`config.mk`:
```
export PLATFORM = sky130hd
export DESIGN_NAME = io_port_bank
export DESIGN_NICKNAME = d
export VERILOG_FILES = /design/src/rtl/io_port_bank.sv
export SDC_FILE = /design/constraint.sdc
export NUM_CORES = 1
export LEC_CHECK = 0
export BUFFER_PORTS_ARGS = -buffer_cell sky130_fd_sc_hd__buf_2
export CAP_MARGIN = 20
export CORE_MARGIN = 10
export CORE_UTILIZATION = 35
export DETAILED_ROUTE_END_ITERATION = 10
export PLACE_DENSITY_LB_ADDON = 0.3
export RECOVER_POWER = 50
export SLEW_MARGIN = 40
export SYNTH_ARGS = -nofsm -noshare
export SYNTH_HDL_FRONTEND = slang
export SYNTH_SLANG_ARGS = --single-unit
```
`constraint.sdc`:
```
create_clock -name clk -period 21.9 [get_ports clk]
set_input_delay 6.57 -clock clk [delete_from_list [all_inputs] [get_ports clk]]
set_output_delay 6.57 -clock clk [all_outputs]
set_load 0.02 [all_outputs]
```
`src/rtl/io_port_bank.sv`:
```
// Port-mapped I/O bank: registered output ports with update pulses, strobed input
// latches with valid/overrun flags, a program-end halt detector and a cycle watchdog.
module io_port_bank #(
  parameter int N_PORTS     = 16,
  parameter int DATA_W      = 8,
  parameter int HALT_PORT   = 15,
  parameter int WDOG_CYCLES = 100000,
  parameter int ADDR_W      = $clog2(N_PORTS + 2)
) (
  input  logic                        clk,
  input  logic                        reset,
  input  logic [ADDR_W-1:0]           cpu_addr,
  input  logic                        cpu_wr_en,
  input  logic [DATA_W-1:0]           cpu_wr_data,
  input  logic                        cpu_rd_en,
  output logic [DATA_W-1:0]           cpu_rd_data,
  output logic                        cpu_rd_valid,
  input  logic [N_PORTS*DATA_W-1:0]   port_in_data,
  input  logic [N_PORTS-1:0]          port_in_strobe,
  output logic [N_PORTS*DATA_W-1:0]   port_out_data,
  output logic [N_PORTS-1:0]          port_out_update,
  output logic                        halted,
  output logic                        timeout
);

  localparam int VALID_W = (N_PORTS < DATA_W) ? N_PORTS : DATA_W;
  localparam int WD_W    = (WDOG_CYCLES > 1) ? $clog2(WDOG_CYCLES) : 1;

  localparam logic [ADDR_W-1:0] STATUS_ADDR = ADDR_W'(N_PORTS);
  localparam logic [ADDR_W-1:0] VALID_ADDR  = ADDR_W'(N_PORTS + 1);
  localparam logic [ADDR_W-1:0] HALT_ADDR   = ADDR_W'(HALT_PORT);
  localparam logic [WD_W-1:0]   WD_LAST     = (WDOG_CYCLES > 0) ? WD_W'(WDOG_CYCLES - 1) : '0;

  logic                      wr_ok;
  logic [N_PORTS-1:0]        wr_sel;
  logic [N_PORTS-1:0]        rd_sel;
  logic                      status_wr;
  logic                      halt_req;

  logic [N_PORTS*DATA_W-1:0] in_latch;
  logic [N_PORTS-1:0]        in_valid;
  logic [N_PORTS-1:0]        overrun;
  logic [N_PORTS-1:0]        valid_nxt;
  logic [N_PORTS-1:0]        overrun_nxt;

  logic [DATA_W-1:0]         status_word;
  logic [DATA_W-1:0]         valid_word;
  logic [DATA_W-1:0]         rd_word;

  logic [WD_W-1:0]           wd_count;
  logic                      wd_run;

  // Address decode; once halted, every CPU write is dropped here.
  always_comb begin
    wr_ok     = cpu_wr_en && !halted;
    wr_sel    = '0;
    rd_sel    = '0;
    for (int k = 0; k < N_PORTS; k++) begin
      wr_sel[k] = wr_ok && (cpu_addr == ADDR_W'(k));
      rd_sel[k] = cpu_rd_en && (cpu_addr == ADDR_W'(k));
    end
    status_wr = wr_ok && (cpu_addr == STATUS_ADDR);
    halt_req  = wr_ok && (cpu_addr == HALT_ADDR) && cpu_wr_data[0];
  end

  always_ff @(posedge clk or posedge reset) begin
    if (reset) begin
      port_out_data   <= '0;
      port_out_update <= '0;
    end else begin
      port_out_update <= wr_sel;
      for (int k = 0; k < N_PORTS; k++) begin
        if (wr_sel[k]) begin
          port_out_data[k*DATA_W +: DATA_W] <= cpu_wr_data;
        end
      end
    end
  end

  // A strobe coinciding with a read of the same port hands the old value to the
  // reader and keeps the new one valid, so it is not an overrun.
  always_comb begin
    valid_nxt   = in_valid;
    overrun_nxt = status_wr ? '0 : overrun;
    for (int k = 0; k < N_PORTS; k++) begin
      if (port_in_strobe[k]) begin
        valid_nxt[k] = 1'b1;
        if (in_valid[k] && !rd_sel[k]) begin
          overrun_nxt[k] = 1'b1;
        end
      end else if (rd_sel[k]) begin
        valid_nxt[k] = 1'b0;
      end
    end
  end

  always_ff @(posedge clk or posedge reset) begin
    if (reset) begin
      in_latch <= '0;
      in_valid <= '0;
      overrun  <= '0;
    end else begin
      in_valid <= valid_nxt;
      overrun  <= overrun_nxt;
      for (int k = 0; k < N_PORTS; k++) begin
        if (port_in_strobe[k]) begin
          in_latch[k*DATA_W +: DATA_W] <= port_in_data[k*DATA_W +: DATA_W];
        end
      end
    end
  end

  always_comb begin
    status_word    = '0;
    status_word[0] = halted;
    status_word[1] = timeout;
    status_word[2] = |overrun;
    valid_word     = '0;
    valid_word[VALID_W-1:0] = in_valid[VALID_W-1:0];
  end

  always_comb begin
    rd_word = '0;
    for (int k = 0; k < N_PORTS; k++) begin
      if (cpu_addr == ADDR_W'(k)) begin
        rd_word = in_latch[k*DATA_W +: DATA_W];
      end
    end
    if (cpu_addr == STATUS_ADDR) begin
      rd_word = status_word;
    end
    if (cpu_addr == VALID_ADDR) begin
      rd_word = valid_word;
    end
  end

  always_ff @(posedge clk or posedge reset) begin
    if (reset) begin
      cpu_rd_data  <= '0;
      cpu_rd_valid <= 1'b0;
    end else begin
      cpu_rd_valid <= cpu_rd_en;
      if (cpu_rd_en) begin
        cpu_rd_data <= rd_word;
      end
    end
  end

  // Watchdog counts from reset release and parks on its last value once expired.
  assign wd_run = (WDOG_CYCLES != 0) && !halted && !timeout;

  always_ff @(posedge clk or posedge reset) begin
    if (reset) begin
      wd_count <= '0;
      timeout  <= 1'b0;
      halted   <= 1'b0;
    end else begin
      if (halt_req) begin
        halted <= 1'b1;
      end
      if (wd_run) begin
        if (wd_count == WD_LAST) begin
          timeout <= 1'b1;
        end else begin
          wd_count <= wd_count + 1'b1;
        end
      end
    end
  end

endmodule

```
== Word-level counts from Yosys, hierarchy flattened ==
Index checks and enable logic that the tools add are counted.
Word-level totals
  memories: 0
  logic and storage cells: 248
  RAM bits: 0
  flip-flop bits (word level): 332
  bits in latches: 0
  output and inout port bits: 155
  bits in read-only memories: 0
Operators by class
  $lt $le $gt $ge: 0
  multiplexer cells: 83
  equal/unequal tests: 18
  bitwise operators: 1
  reduce and logical (&&, ||, !) cells: 90
  add/sub/neg operators: 1
  multiply operators: 0
  div/mod/pow operators: 0
  shifts and indexed selects: 0
Operator list (number)
  8-bit 2-to-1 mux: 18
  1-bit 2-to-1 mux: 64
  1-bit logical AND: 52
  5-bit by 4-bit equality test with 1-bit output, second input constant: 8
  2-bit nonzero test: 16
  5-bit by 3-bit equality test with 1-bit output, second input constant: 4
  1-bit zero test: 18
  17-bit by 1-bit adder with 17-bit output, second input constant: 1
  17-bit equality test, second input constant: 1
  16-bit 2-to-1 mux: 1
  16-bit OR reduction: 1
  5-bit by 2-bit equality test with 1-bit output, second input constant: 2
  5-bit equality test, second input constant: 2
  5-bit by 1-bit equality test with 1-bit output, second input constant: 1
  5-bit zero test: 1
  2-bit AND reduction: 2
  1-bit NOT: 1

== Depth between registers and ports, before layout ==
Gate-level depths: netlist of run 1.
  word-level depth: 19
  gate-level depth with buffers: 8
  gate-level depth less buffers: 5

== Worst setup path after synthesis of run 1 ==
OpenSTA, ideal clock, no wires.
  kind: input -> register
  start point: in cpu_addr[3]
  end point: reg port_out_data[80]
  path slack: 13.882 ns
  buffers on the path: 2
  stages on the path: 5
  data arrival time: 7.894 ns
  library setup time: 0.125 ns
  path through: buf_2 buf_2 nand3b_1 nor3_4 mux2_2
Between the ends
  word-level cells in the longest chain between the ends: 2
Ends and longest elaborated chain
  start, declared: line 12  | input logic [ADDR_W-1:0] cpu_addr,
  5-bit by 4-bit equality test with 1-bit output: line 59  | wr_sel[k] = wr_ok && (cpu_addr == ADDR_W'(k));
  1-bit logical AND: line 59
  via wr_sel[10]: line 35  | logic [N_PORTS-1:0] wr_sel;
  end signal, assigned by index: line 74  | port_out_data[k*DATA_W +: DATA_W] <= cpu_wr_data;
  end, declared: line 20  | output logic [N_PORTS*DATA_W-1:0] port_out_data,
The timed path passes the listed nets, and every way through them passes these cells.
A chain may end at the register's enable or synchronous reset.

==> metrics.cfg, run 1 <==
[final_layout]
antenna_cells = 0
areaGrowthSynthToFinish_pct = 23.1
layout-drive-gt1-share_pct = 46.6
layout.nets = 1530
fin_util_pct = 43.9
fin_area_sq_um = 17600
fillers = 3770

[worst_setup_path]
critPathArrivalTime_ns = 12.55
end_kind = async pin
cp.required_ns = 21.77
cp_max_fo = 125
rr_worst_depth = 5
startpoint_type = primary input
crit_type = in2async

[power]
total_power_mw = 1.72
power.leakage_nw = 8.04
peakVddDrop_mv = 0.0653
p_per_area_nw_per_um2 = 97.6

[drt]
drtAntennaViolNets = 0
drt_first_iter_violations = 878
post_drt_wl_per_cell_microns = 25.3
via_count = 10200
first_pass_iters = 5
route.detailed.drc = 0
via_per_inst = 5.32
routed_wl_mm = 48.7

[clock_tree]
postCtsSetupBuffers = 0
cts-root-buf = clkbuf_16
clk_path_buf_depth = 3
clkTransAtPathRegs_ns = 0.06
cts_resized = 0
h-tree-depth = 2
clock-sinks = 332
holdBufCountCts = 0
cts_tree = built
cts-buffers-inserted = 39
clkLatencyLatePin_ns = 0.57

[placement]
io_buffers = 315
globalplace.congestion = 0.920
place_area_sq_um = 16300
hpwl_mm = 35.9

[synth]
syn_nets = 1231
ys.warnings.count = 0
synth_top_area_share_pct = 58.2
ys_top_cells_by_count = dfrtp_1 (332), mux2_2 (252), a21oi_1 (33), clkbuf_1 (33), nand2_1 (33)
syn_inst = 1069
ys_ff_latch = 332
synth_edf_count = 0
postSynthAreaPerCell_sq_um = 13.4
yosysMostFrequentCell = dfrtp_1
yosysTopAreaCell = dfrtp_1
synth_area_leaders = dfrtp_1 (58%), mux2_2 (20%), a22o_1 (1.2%), a21oi_1 (1.2%), clkbuf_1 (0.87%)
syn_area_sq_um = 14300
synth_cell_types = 88
async_flop_share_pct = 100
ys.flop_type = dfrtp_1
ys_seq_area_share_pct = 58.2

[sta]
finalHoldViolations = 0
whs_ns = 0.474
finalSetupTns_ns = 0
setup_viol = 0
tightest_slew_ns = 5.58
finalCritPeriodShare_pct = 57.9
finClkSkew_ns = 0.0137
fmax_mhz = 78.9
slew_violations = 291
relSlewSlack_pct = -274
fin_crit_ns = 12.68
rsz0062_at_grt = false

[flow_run]
maxCapViolations = 4

[floorplanning]
initial_core_util_pct = 35.7
die_h_microns = 222
die_area_sq_um = 49300
coreArea_sq_um = 40000
core.rowCount = 73
io_pins = 316
die_w_microns = 222

[global_route]
grt_max_degree = 126
antenna_found_initial = 1
overflow = 0
first_global_vias = 11100
grt_pass1_wl_mm = 73.3
grt.total_usage_pct = 19.4

[run_status]
status = finished with violations
violations = capacitance limit, slew limit

[hold_path]
min_path_type = reg2reg
min_path_cells = 1

[worst max-delay path: stages]
cell	delay, ns
buf_2	0.10
clkinvlp_2	3.05
clkbuf_1	2.63
[layer usage]
layer	global-route usage (%)	vias up	wire length, microns
met4	6.19	0	1420
met1	23.5	5197	19700
met5	0	-	0
met3	6.60	84	4040
li1	-	4512	-
met2	31.7	432	23500
[layout make-up]
type                       instances  area [sq um]  share of cell area (%)
clock buffer                      56          1140                    6.48
sequential                       332          8310                    47.3
tap                              525           657                    3.74
clock inverter                    15           195                    1.11
inverter                          18          68.8                   0.392
multi-input combinational        657          5630                    32.0
timing repair buffer             320          1580                    8.98
[final timing paths]
kind                              from             end  slack (ns)
max in group clk             cpu_rd_en  cpu_rd_data[5]       13.13
max reg2reg                 overrun[9]  cpu_rd_data[2]       19.49
min in group asynchronous        reset     in_latch[6]        7.72
min reg2reg                wd_count[4]     wd_count[4]        0.47
min                        wd_count[4]     wd_count[4]        0.47
max                              reset    in_latch[32]        9.22
[cells in the final DEF, fill, tap and decap left out, types with 14 or more instances in the layout]
cell type / Yosys / final
a21oi_1: 33 / 33
or2_2: 16 / 16
mux2_2: 252 / 252
nand3_1: 15 / 14
dfrtp_1: 332 / 332
clkbuf_16: 0 / 39
inv_1: 18 / 17
buf_2: 20 / 287
nor3_1: 15 / 15
nand2_1: 33 / 33
nor2_1: 26 / 26
clkbuf_1: 33 / 36
a22o_1: 19 / 19
[kinds of logic (layout without fill, tap and decap cells)]
| family | after synthesis | in the layout | synth area share, % |
|---|---|---|---|
| flops | 332 | 332 | 58.2 |
| mux | 264 | 264 | 20.8 |
| simple gates | 213 | 213 | 9.04 |
| compound gates | 162 | 162 | 8.40 |
| buf+inv | 80 | 409 | 2.44 |
| xor+xnor | 17 | 17 | 1.04 |
| fa+ha+maj | 1 | 1 | 0.0876 |
[registers in the layout (all words and copies together), names as in the netlist]
name and flops:
wd_count 17, in_latch 128, halted 1, in_valid 16, overrun 16, timeout 1
port_out_update 16, cpu_rd_data 8, cpu_rd_valid 1, port_out_data 128
[report_power, final]
part	internal [mW]	total, mW	switching [mW]
clock	0.402	0.673	0.271
combinational	0.120	0.294	0.174
sequential	0.695	0.750	0.0548
total	1.22	1.72	0.500
[per-stage QoR]
stage / cells / worst slack, ns
after detailed placement: 1852 / 12.43
after global routing: 1923 / 7.81
final: 1923 / 9.22
after floorplan: 1069 / 6.13
after CTS: 1923 / 13.04
after global placement: 1852 / 12.56
Power figures use the tool's default switching activity.
==> run 2: changes to the inputs <==
- clock period: 21.9 -> 11.4 ns (I/O delays scaled with it)
==> run 2 against run 1 <==
Compared with the run above:
- the flow still finishes with violations (capacitance limit, slew limit)
- global-route usage fell by 0.26 points
- utilization rose by 0.069 points
- sequential share of layout area fell by 0.074 points
==> metrics.cfg, run 2 (synthesized netlist as in run 1, its figures left out) <==
[worst_setup_path]
cpPeakStageDelay_ns = 2.55  ; was 3.05 ns
cp_max_fo = 96  ; was 125
endpoint = in_latch[18]  ; was in_latch[32]
r2r_end = wd_count[1]  ; was cpu_rd_data[2]
path_cells = buf_2 -> clkinvlp_2 -> buf_12 -> clkbuf_1  ; was buf_2 -> clkinvlp_2 -> clkbuf_1
r2r-start = wd_count[0]  ; was overrun[9]
startpoint_type = primary input  ; unchanged
critPathArrivalTime_ns = 6.67  ; was 12.55 ns
end_kind = async pin  ; unchanged
reg2reg_slack_ns = 9.00  ; was 19.49 ns
rr_worst_depth = 4  ; was 5
cp-startpoint = reset  ; unchanged
cp.required_ns = 11.25  ; was 21.77 ns
slowest_stage = clkbuf_1  ; was clkinvlp_2
crit_type = in2async  ; unchanged

[clock_tree]
cts-root-buf = clkbuf_16  ; unchanged
cts_resized = 0  ; unchanged
cts-buffers-inserted = 38  ; was 39
clock-sinks = 332  ; unchanged
postCtsSetupBuffers = 0  ; unchanged
holdBufCountCts = 0  ; unchanged
clk_path_buf_depth = 3  ; unchanged
clkTransAtPathRegs_ns = 0.06  ; about the same
cts_tree = built  ; unchanged
clkLatencyLatePin_ns = 0.56  ; was 0.57 ns
h-tree-depth = 2  ; unchanged

[drt]
routed_wl_mm = 48.2  ; was 48.7 mm
via_per_inst = 5.37  ; was 5.32
drt_first_iter_violations = 670  ; was 878
via_count = 10300  ; was 10200
route.detailed.drc = 0  ; unchanged
first_pass_iters = 5  ; unchanged
drtAntennaViolNets = 0  ; unchanged
post_drt_wl_per_cell_microns = 25.0  ; was 25.3 microns

[final_layout]
layout-drive-gt1-share_pct = 46.5  ; was 46.6%
areaGrowthSynthToFinish_pct = 23.3  ; was 23.1%
reg_top3 = in_latch: 128 flops, port_out_data: 128 flops, wd_count: 17 flops  ; unchanged
layout.nets = 1531  ; was 1530
ff_latch_area_sq_um = 8310  ; unchanged
final_cell_mix = dfrtp_1 (332), buf_2 (287), mux2_2 (252)  ; unchanged
multi_input_area_sq_um = 5630  ; about the same
fillers = 3766  ; was 3770
fin_area_sq_um = 17600  ; about the same
final_common_cell = dfrtp_1  ; unchanged

[sta]
setup_viol = 0  ; unchanged
rsz0062_at_grt = false  ; unchanged
fmax_mhz = 146
finalSetupTns_ns = 0  ; unchanged
relSlewSlack_pct = -136  ; was -274%
tightest_slew_ns = 3.54  ; was 5.58 ns
finClkSkew_ns = 0.0244  ; was 0.0137 ns
fin_crit_ns = 6.83
finalHoldViolations = 0  ; unchanged
whs_ns = 0.476  ; was 0.474 ns
finalCritPeriodShare_pct = 59.9
finalWorstSetupSlack_ns = 4.57  ; was 9.22 ns
slew_violations = 101  ; was 291

[power]
switching_share_pct = 28.6  ; was 29.1%
total_power_mw = 3.28  ; was 1.72 mW
p_comb_share_pct = 17.3  ; was 17.1%
peakVddDrop_mv = 0.145  ; was 0.0653 mV
p_per_area_nw_per_um2 = 186  ; was 97.6 nW/um^2
p_int_mw = 2.34  ; was 1.22 mW
p_sw_uw = 936  ; was 500 uW
power.leakage_nw = 8.05  ; was 8.04 nW
seqPwrFrac_pct = 43.8  ; was 43.7%
pwr-share-clk_pct = 38.9  ; was 39.2%

[global_route]
first_global_vias = 11100  ; about the same
overflow = 0  ; unchanged
grt.total_usage_pct = 19.1  ; was 19.4%
grt_max_degree = 97  ; was 126
antenna_found_initial = 5  ; was 1
grt_pass1_wl_mm = 72.5  ; was 73.3 mm

[floorplanning]
coreArea_sq_um = 40000  ; unchanged
die_w_microns = 222  ; unchanged
io_pins = 316  ; unchanged
die_h_microns = 222  ; unchanged
initial_core_util_pct = 35.7  ; unchanged
die_area_sq_um = 49300  ; unchanged
core.rowCount = 73  ; unchanged

[placement]
globalplace.congestion = 0.920  ; about the same
place_ws_ns = 5.48  ; was 12.43 ns
place_area_sq_um = 16300  ; about the same
io_buffers = 315  ; unchanged
hpwl_mm = 35.8  ; was 35.9 mm

[run_status]
violations = capacitance limit, slew limit  ; unchanged
status = finished with violations  ; unchanged

[hold_path]
hp-start = wd_count[4]  ; unchanged
min_path_type = reg2reg  ; unchanged

[flow_run]
maxCapViolations = 2  ; was 4

==> run 2: cell types whose count changed in the layout (fill, tap and decap cells not counted), sizes merged <==
cell | previous run | this run
buf | 291 | 293
diode | 0 | 2
inv | 21 | 19
bufinv | 3 | 4
clkbuf | 85 | 86
clkinv | 5 | 4
clkinvlp | 4 | 3
==> run 2: cell type report <==
cell class | count | share of cell area [%]
clock inverters | 12 | 1.04
diodes | 2 | 0.0284
clock buffers | 57 | 6.38
flip-flops and latches | 332 | 47.2
well taps | 525 | 3.73
multi-input cells | 657 | 32.0
inverters | 18 | 0.391
repair buffers | 322 | 9.28
==> run 2: how the worst min path moves through the flow <==
stage,slack [ns],cells after the start,endpoint
after floorplan,0.44,1,wd_count[4]
after global placement,0.46,1,wd_count[4]
after detailed placement,0.46,1,wd_count[4]
after CTS,0.47,1,wd_count[4]
after global routing,0.50,1,wd_count[4]
final,0.48,1,wd_count[4]
==> run 2: worst max-delay path, delay by kind of cell <==
kind / cells / cell delay, ns
buffers and inverters: 4 / 3.13
==> run 2: power by group through the flow <==
stage                     clock network (mW)  registers [mW]  logic [mW]
after global routing                    1.36            1.45       0.610
after global placement                     0            1.45       0.567
final                                   1.27            1.44       0.565
after detailed placement                   0            1.45       0.574
after CTS                               1.31            1.44       0.576
after floorplan                            0            1.55       0.240
==> run 2: layer usage <==
metal | track usage (%) | share of wire [%] | vias to the layer above
li1 | - | - | 4510
met1 | 23.3 | 40 | 5306
met2 | 31.6 | 49 | 437
met3 | 5.68 | 8.4 | 72
met4 | 6.23 | 2.5 | 4
met5 | 0 | 0.044 | -
==> run 2: per-stage QoR <==
stage          instances  utilization, %
6_report            1925            44.0
2_1_floorplan       1069               -
5_1_grt             1924            44.0
4_1_cts             1923            44.1
3_5_place_dp        1854            40.8
3_3_place_gp        1853            40.7
